--- config.mk ---
export PLATFORM = sky130hd
export DESIGN_NAME = latch_bank_ctrl
export DESIGN_NICKNAME = d
export VERILOG_FILES = /design/src/rtl/latch_ctrl_pkg.sv /design/src/rtl/rr_arbiter.sv /design/src/rtl/latch_bank_ctrl.sv
export SDC_FILE = /design/constraint.sdc
export NUM_CORES = 1
export LEC_CHECK = 0
export ABC_AREA = 1
export CORE_AREA = 2 2 74 76
export DETAILED_ROUTE_END_ITERATION = 10
export DIE_AREA = 0 0 76 78
export PLACE_DENSITY_LB_ADDON = 0.1
export SYNTH_ARGS = -nofsm -noshare
export SYNTH_HDL_FRONTEND = slang
export SYNTH_SLANG_ARGS = --single-unit
export TNS_END_PERCENT = 5
--- constraint.sdc ---
create_clock -name i_clk -period 2.5 [get_ports i_clk]
set_input_delay 0.375 -clock i_clk [delete_from_list [all_inputs] [get_ports i_clk]]
set_output_delay 0.375 -clock i_clk [all_outputs]
set_load 0.05 [all_outputs]
--- src/rtl/latch_ctrl_pkg.sv ---
// Shared state encoding, default sizes and width helper for the latch bank
// write controller and its arbiter.
package latch_ctrl_pkg;

    typedef enum logic [2:0] {
        IDLE,
        SETUP,
        OPEN,
        HOLD,
        CLEAR
    } state_t;

    localparam int DEF_N_REQ = 4;
    localparam int DEF_DEPTH = 8;
    localparam int DEF_WIDTH = 8;

    // Index width for n items, never narrower than one bit.
    function automatic int addr_w(input int n);
        return (n > 1) ? $clog2(n) : 1;
    endfunction

endpackage

--- src/rtl/rr_arbiter.sv ---
// Combinational round-robin pick: the first requester at or after i_ptr,
// wrapping modulo N_REQ.
module rr_arbiter
    import latch_ctrl_pkg::*;
#(
    parameter int N_REQ = DEF_N_REQ
) (
    input  logic [N_REQ-1:0]           i_req,
    input  logic [addr_w(N_REQ)-1:0]   i_ptr,
    output logic [N_REQ-1:0]           o_gnt,
    output logic [addr_w(N_REQ)-1:0]   o_idx,
    output logic                       o_valid
);

    localparam int PW = addr_w(N_REQ);

    int w_cand;

    always_comb begin
        o_gnt   = '0;
        o_idx   = '0;
        o_valid = 1'b0;
        w_cand  = 0;
        for (int k = 0; k < N_REQ; k++) begin
            w_cand = int'(i_ptr) + k;
            if (w_cand >= N_REQ) w_cand = w_cand - N_REQ;
            for (int j = 0; j < N_REQ; j++) begin
                if (!o_valid && (w_cand == j) && i_req[j]) begin
                    o_valid  = 1'b1;
                    o_idx    = PW'(j);
                    o_gnt[j] = 1'b1;
                end
            end
        end
    end

endmodule

--- src/rtl/latch_bank_ctrl.sv ---
// Write controller for a latch bank: round-robin grant, setup/open/hold write
// sequence that keeps D stable around the transparent window, and bank clear.
module latch_bank_ctrl
    import latch_ctrl_pkg::*;
#(
    parameter int               N_REQ = DEF_N_REQ,
    parameter int               DEPTH = DEF_DEPTH,
    parameter int               WIDTH = DEF_WIDTH,
    parameter logic [WIDTH-1:0] INIT  = '0
) (
    input  logic                              i_clk,
    input  logic                              i_rst_n,
    input  logic [N_REQ-1:0]                  i_req,
    input  logic [N_REQ*addr_w(DEPTH)-1:0]    i_addr,
    input  logic [N_REQ*WIDTH-1:0]            i_wdata,
    input  logic                              i_clr_req,
    output logic [N_REQ-1:0]                  o_gnt,
    output logic                              o_err,
    output logic                              o_clr_done,
    output logic                              o_busy,
    output logic [WIDTH-1:0]                  o_lat_d,
    output logic [DEPTH-1:0]                  o_lat_ce,
    output logic [DEPTH-1:0]                  o_lat_sr,
    output logic [WIDTH-1:0]                  o_lat_srinit
);

    localparam int AW = addr_w(DEPTH);
    localparam int PW = addr_w(N_REQ);

    state_t          r_state;
    logic [PW-1:0]   r_ptr;
    logic [PW-1:0]   r_win;
    logic [AW-1:0]   r_addr;

    logic [N_REQ-1:0] w_arb_gnt;
    logic [PW-1:0]    w_arb_idx;
    logic             w_arb_vld;
    logic [AW-1:0]    w_sel_addr;
    logic [WIDTH-1:0] w_sel_data;
    logic [DEPTH-1:0] w_ce;
    logic [N_REQ-1:0] w_win_oh;
    logic [PW-1:0]    w_ptr_nxt;
    logic             w_oor;

    rr_arbiter #(.N_REQ(N_REQ)) u_arb (
        .i_req   (i_req),
        .i_ptr   (r_ptr),
        .o_gnt   (w_arb_gnt),
        .o_idx   (w_arb_idx),
        .o_valid (w_arb_vld)
    );

    always_comb begin
        w_sel_addr = '0;
        w_sel_data = '0;
        for (int i = 0; i < N_REQ; i++) begin
            if (w_arb_gnt[i]) begin
                w_sel_addr = i_addr[i*AW +: AW];
                w_sel_data = i_wdata[i*WIDTH +: WIDTH];
            end
        end
    end

    // Out-of-range addresses decode to no word at all, so the bank is untouched.
    always_comb begin
        w_ce = '0;
        for (int w = 0; w < DEPTH; w++) begin
            if (r_addr == AW'(w)) w_ce[w] = 1'b1;
        end
    end

    always_comb begin
        w_win_oh = '0;
        for (int i = 0; i < N_REQ; i++) begin
            if (r_win == PW'(i)) w_win_oh[i] = 1'b1;
        end
    end

    assign w_oor     = (32'(r_addr) >= 32'(DEPTH));
    assign w_ptr_nxt = (r_win == PW'(N_REQ - 1)) ? '0 : r_win + 1'b1;

    always_ff @(posedge i_clk) begin
        if (!i_rst_n) begin
            r_state      <= IDLE;
            r_ptr        <= '0;
            r_win        <= '0;
            r_addr       <= '0;
            o_gnt        <= '0;
            o_err        <= 1'b0;
            o_clr_done   <= 1'b0;
            o_busy       <= 1'b0;
            o_lat_d      <= '0;
            o_lat_ce     <= '0;
            o_lat_sr     <= '0;
            o_lat_srinit <= INIT;
        end else begin
            o_gnt        <= '0;
            o_err        <= 1'b0;
            o_clr_done   <= 1'b0;
            o_lat_ce     <= '0;
            o_lat_sr     <= '0;
            o_lat_srinit <= INIT;
            case (r_state)
                IDLE: begin
                    if (i_clr_req) begin
                        r_state    <= CLEAR;
                        o_lat_sr   <= '1;
                        o_clr_done <= 1'b1;
                        o_busy     <= 1'b1;
                    end else if (w_arb_vld) begin
                        // D moves only here, a full cycle before CE can rise.
                        r_state <= SETUP;
                        r_win   <= w_arb_idx;
                        r_addr  <= w_sel_addr;
                        o_lat_d <= w_sel_data;
                        o_busy  <= 1'b1;
                    end
                end
                SETUP: begin
                    r_state  <= OPEN;
                    o_lat_ce <= w_ce;
                end
                OPEN: begin
                    r_state <= HOLD;
                    o_gnt   <= w_win_oh;
                    o_err   <= w_oor;
                end
                HOLD: begin
                    r_state <= IDLE;
                    r_ptr   <= w_ptr_nxt;
                    o_busy  <= 1'b0;
                end
                CLEAR: begin
                    r_state <= IDLE;
                    o_busy  <= 1'b0;
                end
                default: begin
                    r_state <= IDLE;
                    o_busy  <= 1'b0;
                end
            endcase
        end
    end

endmodule
==> results.py, run 1 <==
metrics = {
    "worst_setup_path": {
        "r2r-start": "r_ptr[1]",
        "worst_ep_arrival_time_ns": 2.48,
        "max_stage_delay_ns": 0.42,
        "endpoint_kind": "flop",
        "rrSetupSlack_ns": 0.23,
        "r2r-end": "r_addr[0]",
        "worst_r2r_path_depth": 16,
        "crit_slowest_cell": "clkdlybuf4s50_1",
        "critPathKind": "input pin to flop",
        "crit_path_start_kind": "input pin",
        "crit_top_cell": "nand2_1",
        "crit_path_cell_trace": "clkdlybuf4s50_1 > nand3_1 > nand2_2 > nor2_2 > nand4_2 > nor2_2 > nand4_4 > nor2_4 > nand3_2 > nand2_2 > buf_12 > nand2_1 > nand2_1 > nand3_1 > nand2_1 > a21oi_2",
        "cp_max_fo": 9,
        "worstPathRequired_ns": 2.68,
    },
    "cells_and_area": {
        "final_nets": 482,
        "num_antenna_cells": 0,
        "seq_area_um2": 643.1,
        "multiInputGateArea_um2": 1075,
        "fill_cells": 476,
        "fin_cells": 498,
        "syn_to_final_growth_pct": 54.48,
        "final_layout_size_suffix_gt1_share_pct": 11.92,
    },
    "status": {
        "status": "completed",
    },
    "placed_design": {
        "gp_congestion": 0.9146,
        "dp.cells": 488,
        "dp_hpwl_um": 4344,
        "place_ws_ns": -0.1226,
        "portBuffers": 80,
    },
    "worst_hold_path": {
        "hold_class": "flop to flop",
        "min_from": "r_addr[1]",
        "holdPathStages": 2,
        "worstHoldEndpoint": "r_addr[1]",
    },
    "synth": {
        "yosysUniqueCellTypes": 27,
        "yosysTopAreaCellShare_pct": 30.99,
        "synth.area.top_cells": "dfxtp_1 (31%), nand2_1 (18%), inv_1 (10%)",
        "synth_cells": 332,
        "post-synth-top-area-cell": "dfxtp_1",
        "seq_area_frac_synth_pct": 30.99,
        "ys_ff_latch": 32,
        "syn_area_um2": 2067,
        "yosysWarnings": 0,
        "syn-mean-instance-area_um2": 6.226,
    },
    "grt": {
        "grt_pass1_vias": 2008,
        "grt_first_pass_wirelength_um": 8652,
        "grt_antenna_before_repair": 0,
        "grt_start_max_net_pins": 17,
        "track_usage_pct": 17.77,
        "grt_overflow": 0,
    },
    "die": {
        "row_count": 26,
        "die_area_um2": 5928,
        "core_area_um2": 5042,
        "ios": 90,
        "start_util_pct": 40.99,
        "die_w_um": 76,
        "die_h_um": 78,
    },
    "pwr": {
        "leakage_nw": 1.512,
        "powerDensity_nw_per_um2": 508.8,
        "max-vdd-ir-drop_mv": 0.3135,
    },
    "detailed_routing": {
        "drt-total-wl_um": 5306,
        "drcViolationCount": 0,
        "first_pass_iters": 4,
        "wl_per_cell_um": 10.65,
        "vias": 2229,
        "ant_nets": 0,
        "dr.first_iter.drc_count": 96,
        "routed_via_density": 4.476,
    },
    "sta": {
        "finalSetupViolCount": 0,
        "final-hold-violation-count": 0,
        "worstMarginPinSlew_ns": 0.5090,
        "timing.hold.ws_ns": 0.4629,
        "fin_crit_sh_pct": 92.23,
        "period_needed_ns": 2.306,
        "slew_headroom_pct": 65.96,
        "fmax_ghz": 0.4337,
        "tns_ns": 0,
        "skew_ns": 0.005095,
        "drv_slew": 0,
        "setup_slack_ns": 0.1943,
    },
    "cts": {
        "htree_levels": 2,
        "clkSinkCount": 32,
        "cts_tree": "yes",
        "postCtsHoldBufs": 0,
        "clkTransAtPathRegs_ns": 0.07,
        "numCtsBuffers": 5,
        "root_buffer": "clkbuf_8",
        "ctsLongestPathBuffers": 2,
        "clk_latency_ns": 0.28,
    },
    "run": {
        "maxCapViolations": 0,
    },
}
layout by cell type (no fill, tap or decap), types with 2 or more instances in the layout:
master and n:
buf_12 5, a21oi_2 2, o21ai_0 4, a21oi_1 27, clkbuf_8 5, nand4_1 5
nand2_2 2, nor2_1 27, dfxtp_1 30, dfxtp_2 2, inv_1 56, nand3_1 24
nor3_1 9, ha_1 4, clkdlybuf4s50_1 80, nand2_1 96, nand4_2 2, nor2_2 3
buf_4 21, conb_1 9
logic make-up (layout without fill, tap and decap cells):
group                      Yosys count  count (layout)  synth area share [%]
AOI/OAI and AO/OA                   38              38                 10.47
adders and majority gates            4               4                 2.421
and+or+nand+nor                    173             173                 36.08
DFF                                 32              32                 30.99
buffers and inverters               84             172                 19.85
other                                1               9                0.1814
cell usage after synthesis, drive strengths merged:
cell / instances
nor2: 31
buf: 25
o31ai: 1
ha: 4
nand3: 25
o21ai: 6
a21oi: 29
inv: 57
nor3b: 1
a211oi: 1
dfxtp: 32
nand2: 98
nand4: 8
o21a: 1
nor3: 10
clkbuf: 1
clkinv: 1
conb: 1
where the power goes:
group / internal (W) / switching [W]
clock network: 0.000295 / 0.000192
registers: 0.000542 / 0.0000233
logic: 0.000241 / 0.000331
total: 0.00108 / 0.000547
registers in the layout, summed over array words and instances (netlist names):
name	count
o_lat_ce	8
o_lat_d	8
o_gnt	4
r_addr	3
r_state	3
r_ptr	2
r_win	2
o_busy	1
o_lat_sr	1
layout make-up:
type / instances / area share, %
Sequential cell: 32 / 20.14
Clock inverter: 3 / 1.332
Tap cell: 70 / 2.743
Timing Repair Buffer: 106 / 33.15
Clock buffer: 5 / 2.155
Inverter: 58 / 6.818
Multi-Input combinational cell: 224 / 33.66
metrics by stage:
step | instance area, um2 | utilization, % | power (W)
2_1_floorplan | 2097 | - | 0.0009399
5_1_grt | 3193 | 63.33 | 0.001718
4_1_cts | 3147 | 62.41 | 0.001622
6_report | 3193 | 63.33 | 0.001625
3_3_place_gp | 3035 | 60.20 | 0.001132
3_5_place_dp | 3035 | 60.20 | 0.001138
routing by layer:
layer | vias up | routed length [um] | track usage [%]
met4 | 0 | 93 | 6.182
met5 | - | 0 | 0
met1 | 931 | 2309 | 22.07
met2 | 89 | 2568 | 31.07
li1 | 1198 | - | -
met3 | 11 | 334 | 3.140
worst max-delay path by stage:
stage                      endpoint  startpoint  slack [ns]
after global placement    r_addr[0]    i_req[1]       -0.07
after floorplan           r_addr[0]    r_ptr[0]        0.52
after global routing      r_addr[0]    i_req[2]       -0.03
after CTS                 r_addr[1]    r_ptr[1]        0.14
final                     r_addr[0]    i_req[1]        0.19
after detailed placement  r_addr[1]    i_req[1]       -0.12
critical path, delay by kind of cell:
family | cells | cell delay (ns)
simple gates | 13 | 1.51
buf+inv | 2 | 0.55
compound gates | 1 | 0.05
what timing repair did:
item,in CTS,in global routing
endpoints found under the hold margin,0,0
setup buffers,0,2
resized for setup,0,8
endpoints found under the setup margin,0,11
No activity file was read; power rests on OpenSTA's default activity.
==> run 2, diff against run 1 <==
--- a/config.mk
+++ b/config.mk
@@ -6,9 +6,9 @@
 export NUM_CORES = 1
 export LEC_CHECK = 0
 export ABC_AREA = 1
-export CORE_AREA = 2 2 74 76
+export CORE_AREA = 5 5 77 79
 export DETAILED_ROUTE_END_ITERATION = 10
-export DIE_AREA = 0 0 76 78
+export DIE_AREA = 0 0 82 84
 export PLACE_DENSITY_LB_ADDON = 0.1
 export SYNTH_ARGS = -nofsm -noshare
 export SYNTH_HDL_FRONTEND = slang
==> run 2 against run 1 <==
- non-clock buffer count decreased by 7
- highest routed layer unchanged
- register-to-register slack improved by 0.03 ns
- largest cell class unchanged
- sequential power about the same
- critical path type unchanged
==> results.py, run 2 (synthesis gave the netlist of run 1 again) <==
metrics = {
    "detailed_routing": {
        "wl_per_cell_um": 10.83,
        "first_pass_iters": 4,
        "drt-total-wl_um": 5338,
        "ant_nets": 0,
        "dr.first_iter.drc_count": 86,
        "vias": 2233,
        "routed_via_density": 4.529,
        "drcViolationCount": 0,
    },
    "sta": {
        "slew_headroom_pct": 66.15,
        "skew_ns": 0.005588,
        "final-hold-violation-count": 0,
        "rsz0062_at_grt": "yes",
        "tns_ns": 0,
        "fin_crit_sh_pct": 90.02,
        "timing.hold.ws_ns": 0.4650,
        "fmax_ghz": 0.4443,
        "drv_slew": 0,
        "finalSetupViolCount": 0,
        "period_needed_ns": 2.251,
        "worstMarginPinSlew_ns": 0.5062,
    },
    "die": {
        "die_area_um2": 6888,
        "core_area_um2": 5270,
        "die_w_um": 82,
        "ios": 90,
        "row_count": 27,
        "start_util_pct": 39.22,
        "die_h_um": 84,
    },
    "cells_and_area": {
        "final_layout_size_suffix_gt1_share_pct": 9.026,
        "reg_top3": "o_lat_ce (8), o_lat_d (8), o_gnt (4)",
        "utilization_pct": 59.02,
        "final_area_um2": 3110,
        "syn_to_final_growth_pct": 50.48,
        "final_nets": 475,
        "layout_common_cells": "nand2_1 (97), clkdlybuf4s50_1 (80), inv_1 (56), dfxtp_1 (32)",
        "num_antenna_cells": 0,
        "fill_cells": 537,
        "layout_commonest_cell": "nand2_1",
    },
    "status": {
        "status": "completed",
    },
    "pwr": {
        "powerDensity_nw_per_um2": 511.6,
        "max-vdd-ir-drop_mv": 0.2782,
        "leakage_nw": 1.474,
    },
    "placed_design": {
        "dp_hpwl_um": 4391,
        "gp_congestion": 0.8671,
        "post_dp_cell_area_um2": 3000,
        "portBuffers": 80,
    },
    "grt": {
        "track_usage_pct": 15.69,
        "grt_start_max_net_pins": 27,
        "grt_pass1_vias": 2018,
        "grt_antenna_before_repair": 0,
        "grt_overflow": 0,
        "grt_first_pass_wirelength_um": 8549,
    },
    "cts": {
        "postCtsHoldBufs": 0,
        "cts_tree": "yes",
        "numCtsBuffers": 5,
        "clkTransAtPathRegs_ns": 0.06,
        "clk_latency_ns": 0.28,
        "clkSinkCount": 32,
        "root_buffer": "clkbuf_8",
        "htree_levels": 2,
        "ctsLongestPathBuffers": 2,
    },
    "worst_setup_path": {
        "endpoint_kind": "flop",
        "crit_path_start_kind": "input pin",
        "worstPathRequired_ns": 2.71,
        "worst_ep_arrival_time_ns": 2.47,
        "rrSetupSlack_ns": 0.26,
        "worst_r2r_path_depth": 17,
        "critPathKind": "input pin to flop",
        "r2r-end": "r_addr[1]",
        "cp_max_fo": 12,
        "r2r-start": "r_ptr[1]",
    },
    "worst_hold_path": {
        "min_from": "r_addr[1]",
        "hold_class": "flop to flop",
        "worstHoldEndpoint": "r_addr[1]",
        "holdPathStages": 2,
    },
    "run": {
        "maxCapViolations": 0,
    },
}
## run 2: cell type report
| class | count | area, um2 | area share (%) |
|---|---|---|---|
| Timing Repair Buffer | 99 | 1006 | 32.34 |
| Multi-Input combinational cell | 224 | 1049 | 33.71 |
| Tap cell | 72 | 90.09 | 2.896 |
| Clock inverter | 2 | 35.03 | 1.126 |
| Inverter | 58 | 217.7 | 6.999 |
| Sequential cell | 32 | 640.6 | 20.60 |
| Clock buffer | 6 | 72.57 | 2.333 |
## run 2: worst max path at each step
| stage | start | to | cells past startpoint |
|---|---|---|---|
| 2_1_floorplan | r_ptr[0] | r_addr[0] | 14 |
| 3_3_place_gp | i_req[1] | r_addr[0] | 17 |
| 3_5_place_dp | i_req[1] | r_addr[2] | 13 |
| 4_1_cts | r_ptr[0] | r_addr[2] | 13 |
| 5_1_grt | r_ptr[1] | o_lat_d[1] | 15 |
| 6_report | i_req[3] | r_addr[1] | 17 |
## run 2: critical path, cell delays in order
cell and delay, ns:
clkdlybuf4s50_1 0.44, nand3_1 0.14, nand2_2 0.08, nor2_2 0.12, nand4_2 0.10, nor2_2 0.13, nand4_2 0.11, nor2_2 0.15
nand3_1 0.11, nand2_1 0.12, buf_12 0.13, inv_2 0.08, nand2_1 0.07, nand2_1 0.05, nand3_1 0.06, nand2_1 0.07
a21oi_1 0.12
## run 2: through the flow
stage	instances	total power, W	worst slack [ns]
CTS	493	0.001608	0.2059
finish	493	0.001591	0.2494
floorplan	340	0.0009399	0.5211
global route	493	0.001690	-0.004744
detailed placement	485	0.001128	-0.08601
global placement	485	0.001126	-0.04452
## run 2: repair_timing
item	4_1_cts	5_1_grt
resized for setup	0	1
endpoints found under the setup margin	0	11
setup buffers	0	0
## run 2: where the power goes
group / leakage, nW / total [W] / internal (W) / switching, W
Combinational: 1.16 / 0.000552 / 0.000228 / 0.000325
Sequential: 0.261 / 0.000565 / 0.000543 / 0.0000228
Clock: 0.0552 / 0.000474 / 0.000295 / 0.000178
## run 2: routing by layer
| layer | GRT usage, % | routed length, um | up-vias | share of wire, % |
|---|---|---|---|---|
| li1 | - | - | 1178 | - |
| met5 | 0 | 0 | - | 0 |
| met2 | 25.20 | 2567 | 86 | 48 |
| met4 | 7.251 | 76 | 0 | 1.4 |
| met1 | 19.06 | 2286 | 962 | 43 |
| met3 | 4.212 | 408 | 7 | 7.6 |
==> run 3, diff against run 2 <==
--- a/config.mk
+++ b/config.mk
@@ -10,6 +10,7 @@
 export DETAILED_ROUTE_END_ITERATION = 10
 export DIE_AREA = 0 0 82 84
 export PLACE_DENSITY_LB_ADDON = 0.1
+export SLEW_MARGIN = 20
 export SYNTH_ARGS = -nofsm -noshare
 export SYNTH_HDL_FRONTEND = slang
 export SYNTH_SLANG_ARGS = --single-unit
==> results of run 3 <==
The final DEF is identical to that of run 2; final timing and power are the same.
